`src/rtl/shift_arb_pkg.sv`:
```
// shift_arb_pkg
//   Shared constants for the shift arbiter and its bit-serial shift core:
//   FSM state encoding, default datapath widths and shift-direction codes.
package shift_arb_pkg;

    // Default datapath sizes
    localparam int DEF_WIDTH = 16;
    localparam int DEF_CNT_W = 4;

    // Arbiter FSM states
    localparam logic [0:0] ST_IDLE  = 1'b0;
    localparam logic [0:0] ST_SHIFT = 1'b1;

    // Shift direction encoding on req_dir
    localparam logic DIR_LEFT  = 1'b0;
    localparam logic DIR_RIGHT = 1'b1;

endpackage

```
`src/rtl/shift_core.sv`:
```
// shift_core
//   Iterative logical shifter: moves the loaded value one bit per step until
//   the remaining count reaches zero. Zero-filled, no sign extension.
//
// Ports:
//   clk         system clock
//   reset       synchronous active-low reset
//   load        capture load_value / load_dir / load_times
//   step        shift one position if count is nonzero
//   load_value  operand to shift
//   load_dir    DIR_LEFT or DIR_RIGHT
//   load_times  number of positions to shift
//   value       current (partially) shifted value
//   count_zero  no shifts remain; value is final
module shift_core
    import shift_arb_pkg::*;
#(
    parameter int WIDTH = DEF_WIDTH,
    parameter int CNT_W = DEF_CNT_W
) (
    input  logic             clk,
    input  logic             reset,
    input  logic             load,
    input  logic             step,
    input  logic [WIDTH-1:0] load_value,
    input  logic             load_dir,
    input  logic [CNT_W-1:0] load_times,
    output logic [WIDTH-1:0] value,
    output logic             count_zero
);

    logic [CNT_W-1:0] count;
    logic             dir;

    // Counts of WIDTH or more need no special case: the serial shifting
    // walks every bit out and leaves zero behind.
    always_ff @(posedge clk) begin
        if (!reset) begin
            value <= '0;
            count <= '0;
            dir   <= DIR_LEFT;
        end else if (load) begin
            value <= load_value;
            count <= load_times;
            dir   <= load_dir;
        end else if (step && (count != '0)) begin
            case (dir)
                DIR_RIGHT: value <= value >> 1;
                default:   value <= value << 1;
            endcase
            count <= count - 1'b1;
        end
    end

    assign count_zero = (count == '0);

endmodule

```
`src/rtl/shift_arbiter.sv`:
```
// shift_arbiter
//   Shares one bit-serial shift_core between N_REQ requesters. A round-robin
//   pick in IDLE grants one requester, captures its operands and acks it;
//   the job then shifts one bit per clock and signals done with the result.
//
// Ports:
//   clk        system clock
//   reset      synchronous active-low reset (aborts any job silently)
//   req        per-requester level request, held until ack
//   req_value  operands, slice i = [i*WIDTH +: WIDTH]
//   req_dir    per-requester direction (1 = right, 0 = left)
//   req_times  shift counts, slice i = [i*CNT_W +: CNT_W]
//   ack        one-cycle pulse: request accepted, operands captured
//   done       one-cycle pulse: result valid for that requester
//   result     last completed result, held until the next completion
//   busy       a job is in flight
module shift_arbiter
    import shift_arb_pkg::*;
#(
    parameter int N_REQ = 4,
    parameter int WIDTH = DEF_WIDTH,
    parameter int CNT_W = DEF_CNT_W
) (
    input  logic                   clk,
    input  logic                   reset,
    input  logic [N_REQ-1:0]       req,
    input  logic [N_REQ*WIDTH-1:0] req_value,
    input  logic [N_REQ-1:0]       req_dir,
    input  logic [N_REQ*CNT_W-1:0] req_times,
    output logic [N_REQ-1:0]       ack,
    output logic [N_REQ-1:0]       done,
    output logic [WIDTH-1:0]       result,
    output logic                   busy
);

    localparam int OW = $clog2(N_REQ);

    logic [0:0]       state;
    logic [OW-1:0]    owner;
    logic [OW-1:0]    last_grant;
    logic [OW-1:0]    grant_idx;
    logic             grant_valid;
    logic             core_load;
    logic             core_step;
    logic [WIDTH-1:0] core_value;
    logic             core_zero;

    // Per-requester operand views
    logic [WIDTH-1:0] value_arr [N_REQ];
    logic [CNT_W-1:0] times_arr [N_REQ];

    for (genvar g = 0; g < N_REQ; g++) begin : g_unpack
        assign value_arr[g] = req_value[g*WIDTH +: WIDTH];
        assign times_arr[g] = req_times[g*CNT_W +: CNT_W];
    end

    // Round-robin pick: scan last_grant+1, +2, ... modulo N_REQ. The loop
    // runs farthest-first so the nearest requesting candidate is written last.
    int            cand;
    logic [OW-1:0] cand_idx;

    always_comb begin
        grant_valid = 1'b0;
        grant_idx   = '0;
        cand        = 0;
        cand_idx    = '0;
        for (int k = N_REQ; k >= 1; k--) begin
            cand = int'(last_grant) + k;
            if (cand >= N_REQ) cand = cand - N_REQ;
            cand_idx = OW'(cand);
            if (req[cand_idx]) begin
                grant_valid = 1'b1;
                grant_idx   = cand_idx;
            end
        end
    end

    // Arbitration happens only in IDLE; req activity during SHIFT is ignored.
    assign core_load = (state == ST_IDLE) && grant_valid;
    assign core_step = (state == ST_SHIFT);
    assign busy      = (state == ST_SHIFT);

    shift_core #(
        .WIDTH (WIDTH),
        .CNT_W (CNT_W)
    ) u_core (
        .clk        (clk),
        .reset      (reset),
        .load       (core_load),
        .step       (core_step),
        .load_value (value_arr[grant_idx]),
        .load_dir   (req_dir[grant_idx]),
        .load_times (times_arr[grant_idx]),
        .value      (core_value),
        .count_zero (core_zero)
    );

    // last_grant resets to the top index so requester 0 wins first.
    always_ff @(posedge clk) begin
        if (!reset) begin
            state      <= ST_IDLE;
            owner      <= '0;
            last_grant <= OW'(N_REQ - 1);
            ack        <= '0;
            done       <= '0;
            result     <= '0;
        end else begin
            ack  <= '0;
            done <= '0;
            case (state)
                ST_IDLE: begin
                    if (grant_valid) begin
                        owner          <= grant_idx;
                        ack[grant_idx] <= 1'b1;
                        state          <= ST_SHIFT;
                    end
                end
                ST_SHIFT: begin
                    // Completion cycle: the core has no shifts left.
                    if (core_zero) begin
                        result      <= core_value;
                        done[owner] <= 1'b1;
                        last_grant  <= owner;
                        state       <= ST_IDLE;
                    end
                end
                default: state <= ST_IDLE;
            endcase
        end
    end

endmodule

```
`config.mk`:
```
export PLATFORM = sky130hd
export DESIGN_NAME = shift_arbiter
export DESIGN_NICKNAME = d
export VERILOG_FILES = /design/src/rtl/shift_arb_pkg.sv /design/src/rtl/shift_core.sv /design/src/rtl/shift_arbiter.sv
export SDC_FILE = /design/constraint.sdc
export NUM_CORES = 1
export LEC_CHECK = 0
export BUFFER_PORTS_ARGS = -buffer_cell sky130_fd_sc_hd__buf_2
export CORE_MARGIN = 1.5
export CORE_UTILIZATION = 45
export DETAILED_ROUTE_END_ITERATION = 12
export HOLD_SLACK_MARGIN = 0.05
export PLACE_DENSITY = 0.83
export SYNTH_ARGS = -nofsm -noshare
export SYNTH_HDL_FRONTEND = slang
export SYNTH_SLANG_ARGS = --single-unit
```
`constraint.sdc`:
```
create_clock -name clk -period 1.8 [get_ports clk]
set_input_delay 0.27 -clock clk [delete_from_list [all_inputs] [get_ports clk]]
set_output_delay 0.27 -clock clk [all_outputs]
set_load 0.1 [all_outputs]
```
; ---- Word-level counts from Yosys, hierarchy flattened
; Index checks and enable logic that the tools add are counted.
[word_totals]
regBits = 50
inputBits = 90
output_inout_bits = 25
wordCells = 86
[classes]
add_sub_neg = 9
magnitude_cmp = 13
n_mux = 40
n_bitwise = 4
reduce_logical = 11
[op_table]
columns = operator, count
row1 = 16-bit 2-to-1 mux, 5
row2 = 16-bit binary-select mux with 2-bit select, 1
row3 = 2-bit by 3-bit less-than comparator with 1-bit output (second input constant), 6
row4 = 2-bit 2-to-1 mux, 8
row5 = 4-bit 2-to-1 mux, 4
row6 = 1-bit 2-to-1 mux, 13
row7 = 3-bit greater-or-equal comparator (second input constant), 4
row8 = 1-bit binary-select mux with 2-bit select, 5
row9 = 4-bit binary-select mux with 2-bit select, 1
row10 = 2-bit by 1-bit subtractor with 2-bit output (second input constant), 4
row11 = 2-bit by 2-bit adder with 3-bit output (second input constant), 2
row12 = 2-bit by 3-bit adder with 4-bit output (second input constant), 1
row13 = 1-bit demux with 2-bit select, 2
row14 = 2-bit by 1-bit greater-or-equal comparator with 1-bit output (second input constant), 2
row15 = 4-bit by 3-bit greater-or-equal comparator with 1-bit output (second input constant), 1
row16 = 1-bit logical AND, 4
row17 = 4-bit logical NOT, 1
row18 = 2-bit AND reduction, 2
row19 = 4-bit nonzero test, 1
row20 = 4-bit by 1-bit subtractor with 4-bit output (second input constant), 1
row21 = 2-bit by 1-bit adder with 3-bit output (second input constant), 1
row22 = 1-bit NOT, 3
row23 = 2-bit NOT with 3-bit output, 1
row24 = 3-bit AND reduction, 1
row25 = other kinds (3), 3

; ---- Longest topological paths before layout
[depth]
depth_word = 14
depth_mapped = 8
ltp_nobuf = 7

; ---- Modules after synthesis
; A second synthesis with hierarchy kept.
[hier_totals]
hier_cells = 337
area_unflattened_um2 = 3103.0
[by_module_without_submodules]
columns = module, n_inst, cells_per_inst, area_per_inst_um2, seq_area_each_um2
row1 = shift_arbiter, 1, 192, 1806.7, 580.6
row2 = shift_core, 1, 145, 1296.2, 420.4

; ---- Worst setup path after synthesis
; OpenSTA, ideal clock, no wires.
[synth_timing]
path_kind = register -> register
start = register state, in the netlist busy
end = register done[2]
setup_time_ps = 80
arrival_time_ps = 2111
required_time_ps = 1720
slack_ps = -391
path_stages_with_launch = 6
n_path_buf = 1
synth_period_minus_slack_ps = 2191
path_cell_list = dfxtp_1 -> nand2_1 -> nor3_1 -> clkbuf_1 -> nand2_1 -> nor3b_1
[synth_via]
elab_chain_cells = 1
[synth_rtl]
columns = item, line_no
row1 = "start, declared", shift_arbiter.sv:38  ; logic [0:0] state;
row2 = "start signal, assigned", shift_arbiter.sv:101  ; state <= ST_IDLE;
row3 = "start signal, assigned", shift_arbiter.sv:115  ; state <= ST_SHIFT;
row4 = "start signal, assigned", shift_arbiter.sv:124  ; state <= ST_IDLE;
row5 = 3-bit AND reduction (no source line), n/a
row6 = "end signal, assigned", shift_arbiter.sv:105  ; done <= '0;
row7 = "end signal, assigned", shift_arbiter.sv:109  ; done <= '0;
row8 = "end signal, assigned by index", shift_arbiter.sv:122  ; done[owner] <= 1'b1;
row9 = "end, declared", shift_arbiter.sv:31  ; output logic [N_REQ-1:0] done,
; Every way passes these cells.
; A chain may end at the register's enable or synchronous reset.

; ---- Final worst setup path
[layout_timing]
start = register last_grant[0]
end = register u_core.value[3]
[layout_via]
elab_chain_cells = 14
elab_cells_between_ends = 39
classes_between = 8 x add/sub / 4 x order compare / 24 x mux / 1 x bitwise / 2 x reduce/logical
[layout_rtl]
columns = item, line_no
row1 = "start, declared", shift_arbiter.sv:40  ; logic [OW-1:0] last_grant;
row2 = "start signal, assigned", shift_arbiter.sv:103  ; last_grant <= OW'(N_REQ - 1);
row3 = "start signal, assigned", shift_arbiter.sv:123  ; last_grant <= owner;
row4 = 2-bit by 3-bit adder with 4-bit output, shift_arbiter.sv:68  ; cand = int'(last_grant) + k;
row5 = 4-bit by 3-bit greater-or-equal comparator with 1-bit output or 2-bit by 1-bit subtractor with 2-bit output (tied branches), shift_arbiter.sv:69  ; if (cand >= N_REQ) cand = cand - N_REQ;
row6 = 2-bit 2-to-1 mux, shift_arbiter.sv:69
row7 = 1-bit binary-select mux with 2-bit select, shift_arbiter.sv:71  ; if (req[cand_idx]) begin
row8 = 1-bit 2-to-1 mux (implied by the code), shift_arbiter.sv:71
row9 = 2-bit 2-to-1 mux (4 in a row), shift_arbiter.sv:71
row10 = 2-bit NOT with 3-bit output (implied by the code), shift_arbiter.sv:91  ; .load_value (value_arr[grant_idx]),
row11 = 16-bit binary-select mux with 2-bit select, shift_arbiter.sv:91
row12 = 16-bit 2-to-1 mux (implied by the code) (2 in a row), shift_arbiter.sv:91
row13 = 16-bit 2-to-1 mux, shift_core.sv:42  ; end else if (load) begin
row14 = "end signal, assigned", shift_core.sv:43  ; value <= load_value;
row15 = "end signal, assigned", shift_core.sv:48  ; DIR_RIGHT: value <= value >> 1;
row16 = "end signal, assigned", shift_core.sv:49  ; default: value <= value << 1;
row17 = "end, declared", shift_core.sv:28  ; output logic [WIDTH-1:0] value,
; Several ways; a longest one is shown, not always the timed one. The select of a mux whose other input is x is not followed.

==> results.cfg <==
[placement]
numPortBuffers = 114
dpl_cell_area_mm2 = 0.00397
gp_congestion = 0.907
hpwlAfterDp_mm = 7.45

[timing]
setup_viol = 3
finalMaxSlewViolations = 0
final.setup.worst_slack_ns = -0.0158
tns_ns = -0.0426
holdWs_ns = 0.234
worstMarginPinSlew_ns = 0.519
period_minus_slack_ns = 1.82
finalCritPeriodShare_pct = 101
rsz0062_at_grt = true
fin_skew_ns = 0.00796
fmax_mhz = 551
relSlewSlack_pct = 65.4
hold_viol = 0

[clocking]
worstSkewPairLatency_ns = 0.31
cts.sinks = 50
cts_tree = yes
htree_levels = 2
clock-root-buffer = clkbuf_8
clockBufferDepth = 2
ctsHoldBuffers = 0
cts_buffers = 5
path_clk_slew_ns = 0.09

[route]
dr.pass1.iters = 11
first_iter_violations = 324
avgRoutedWirePerCell_um = 17.7
vias_per_cell = 5.98
wirelength_mm = 10.2
num_vias = 3456
drc = 3
ant_nets = 0

[critical_path]
max_stage_delay_ns = 0.46
cp_top_family = compound AO/OA/AOI/OAI gates
cp-start-kind = flip-flop
arrival_ns = 2.03
cp_cell_sequence = buf_6 > a311o_2 > buf_4 > a221oi_2 > nand3_1 > a22o_1
crit_buf_inv = 2
crit_required_ns = 2.01
cpMaxStageDelayCell = a311o_2
critical_path_class = flip-flop to flip-flop
cp-end-kind = flip-flop
crit_fanout = 7

[yosys]
synth_edf_count = 0
avgSynthCellArea_um2 = 8.42
ys_seq_elements = 50
ys.flop_type = dfxtp_1
syn_inst = 361
async_flop_share_pct = 0
syn-num-nets = 452
synthDistinctLibCells = 58
synth_area_mm2 = 0.00304
yosysWarnings = 0
synth.yosys.seq_area_share_pct = 32.9

[grt]
grt_max_degree = 24
antenna_found_initial = 0
first_global_vias = 3181
grt_use_total_pct = 27.0
grt_pass1_wl_mm = 15.7
grt-ovfl-total = 0

[finish]
drive_gt1_share_pct = 41.7
layout-area-overhead-vs-synth_pct = 40.4
utilization_pct = 66.4
nets = 591
design_area_mm2 = 0.00426
antenna_cells = 0

[power]
power.density_mw_per_mm2 = 1170
leakagePower_nw = 1.89
ir_drop_v = 0.000499

[hold_path]
hp-class = input port to flip-flop

[die]
die_x_um = 85.2
die_area_mm2 = 0.00725
core_area_mm2 = 0.00642
die_h_um = 85.2
start_util_pct = 47.3
ios = 115
rows = 29

[run_status]
violations = DRC, setup timing
status = finished, violations left

[job]
cap_violations = 0
## layout by cell type (no fill, tap or decap), types with 2 or more instances in the layout
cell	count
and3_1	2
clkbuf_8	6
o211ai_1	12
a21oi_1	21
dfxtp_4	3
nor3_1	3
nand3b_1	3
o211ai_2	2
nand2_1	49
a211oi_1	5
buf_12	8
mux2i_1	19
nand3_1	20
o21ai_1	4
nor2_1	4
nor2b_1	3
a21o_1	2
a221oi_2	12
buf_6	6
nor2_2	2
dfxtp_1	47
nor4b_2	3
mux2i_2	2
o211a_1	3
o221ai_1	3
clkbuf_16	2
buf_2	114
a22o_1	12
inv_1	13
nand4_1	12
o21ai_0	15
nor3b_1	3
a21boi_0	20
buf_4	34
## tightest hold or removal path, cell delays in order
cell,delay (ns)
buf_2,0.10
o211ai_2,0.06
a311oi_1,0.07
## worst paths after layout
| check | from | to | slack (ns) | cells past startpoint |
|---|---|---|---|---|
| setup / recovery | last_grant[0] | u_core.value[3] | -0.02 | 6 |
| hold / removal | req_times[14] | u_core.count[2] | 0.23 | 3 |
| setup reg to reg | last_grant[0] | u_core.value[3] | -0.02 | 6 |
| hold reg to reg | result[7] | result[7] | 0.46 | 2 |
## per-layer routing
metal / up-vias / global-route usage, % / share of wire, %
met5: - / 0 / 0
met4: 0 / 8.05 / 2.3
met3: 28 / 4.96 / 9.5
met2: 214 / 43.1 / 45
met1: 1575 / 37.3 / 43
li1: 1639 / - / -
## cells by family (layout without fill, tap and decap cells)
group	count (synthesis)	count (layout)	synth area share, %
muxes	22	22	7.29
buffers and inverters	45	185	7.62
AOI/OAI and AO/OA	129	129	32.6
DFF	50	50	32.9
and+or+nand+nor	114	114	19.1
adders and majority gates	1	1	0.412
## timing repair
item | CTS | global route
buffers inserted | 1 | 2
setup endpoints to repair | 20 | 22
gates resized for setup | 7 | 21
gates cloned | 0 | 3
pin swaps | 4 | 15
## state kept, by name (all words and copies together), names as in the netlist
name and flops:
result 16, u_core.value 16, ack 4, done 4
u_core.count 4, last_grant 2, owner 2, busy 1
u_core.dir 1
## cell usage after synthesis, drive strengths merged, types with 12 or more instances
cell | n | area share (%)
clkbuf | 14 | 1.7
nand4 | 12 | 2.5
inv | 13 | 1.6
a21boi | 21 | 5.2
a22o | 12 | 3.5
a21oi | 22 | 3.7
dfxtp | 50 | 33
nand3 | 20 | 3.3
a221oi | 13 | 5.2
o21ai | 20 | 3.4
buf | 18 | 4.3
o211ai | 14 | 3.8
nand2 | 50 | 6.3
mux2i | 21 | 6.9
## stage by stage
stage	cells	worst slack (ns)	power, mW
final	578	-0.0158	4.99
after global routing	578	-0.0889	5.23
after CTS	573	-0.0140	4.74
after detailed placement	564	-0.124	4.02
after global placement	564	-0.196	3.96
after floorplan	361	0.0271	3.20
## where the power goes
group / internal [mW] / switching (mW) / leakage [nW]
clock network: 0.310 / 0.384 / 0.0472
registers: 1.36 / 0.300 / 0.411
logic: 1.10 / 1.54 / 1.43
total: 2.76 / 2.22 / 1.89
## layout make-up
cell class | instances | area [um^2]
Fill cell | 519 | 2160
Multi-Input combinational cell | 266 | 1910
Timing Repair Buffer | 164 | 1100
Sequential cell | 50 | 1010
Tap cell | 77 | 96.3
Clock buffer | 6 | 82.6
Inverter | 13 | 48.8
Clock inverter | 2 | 12.5
(Power assumes the default switching activity.)
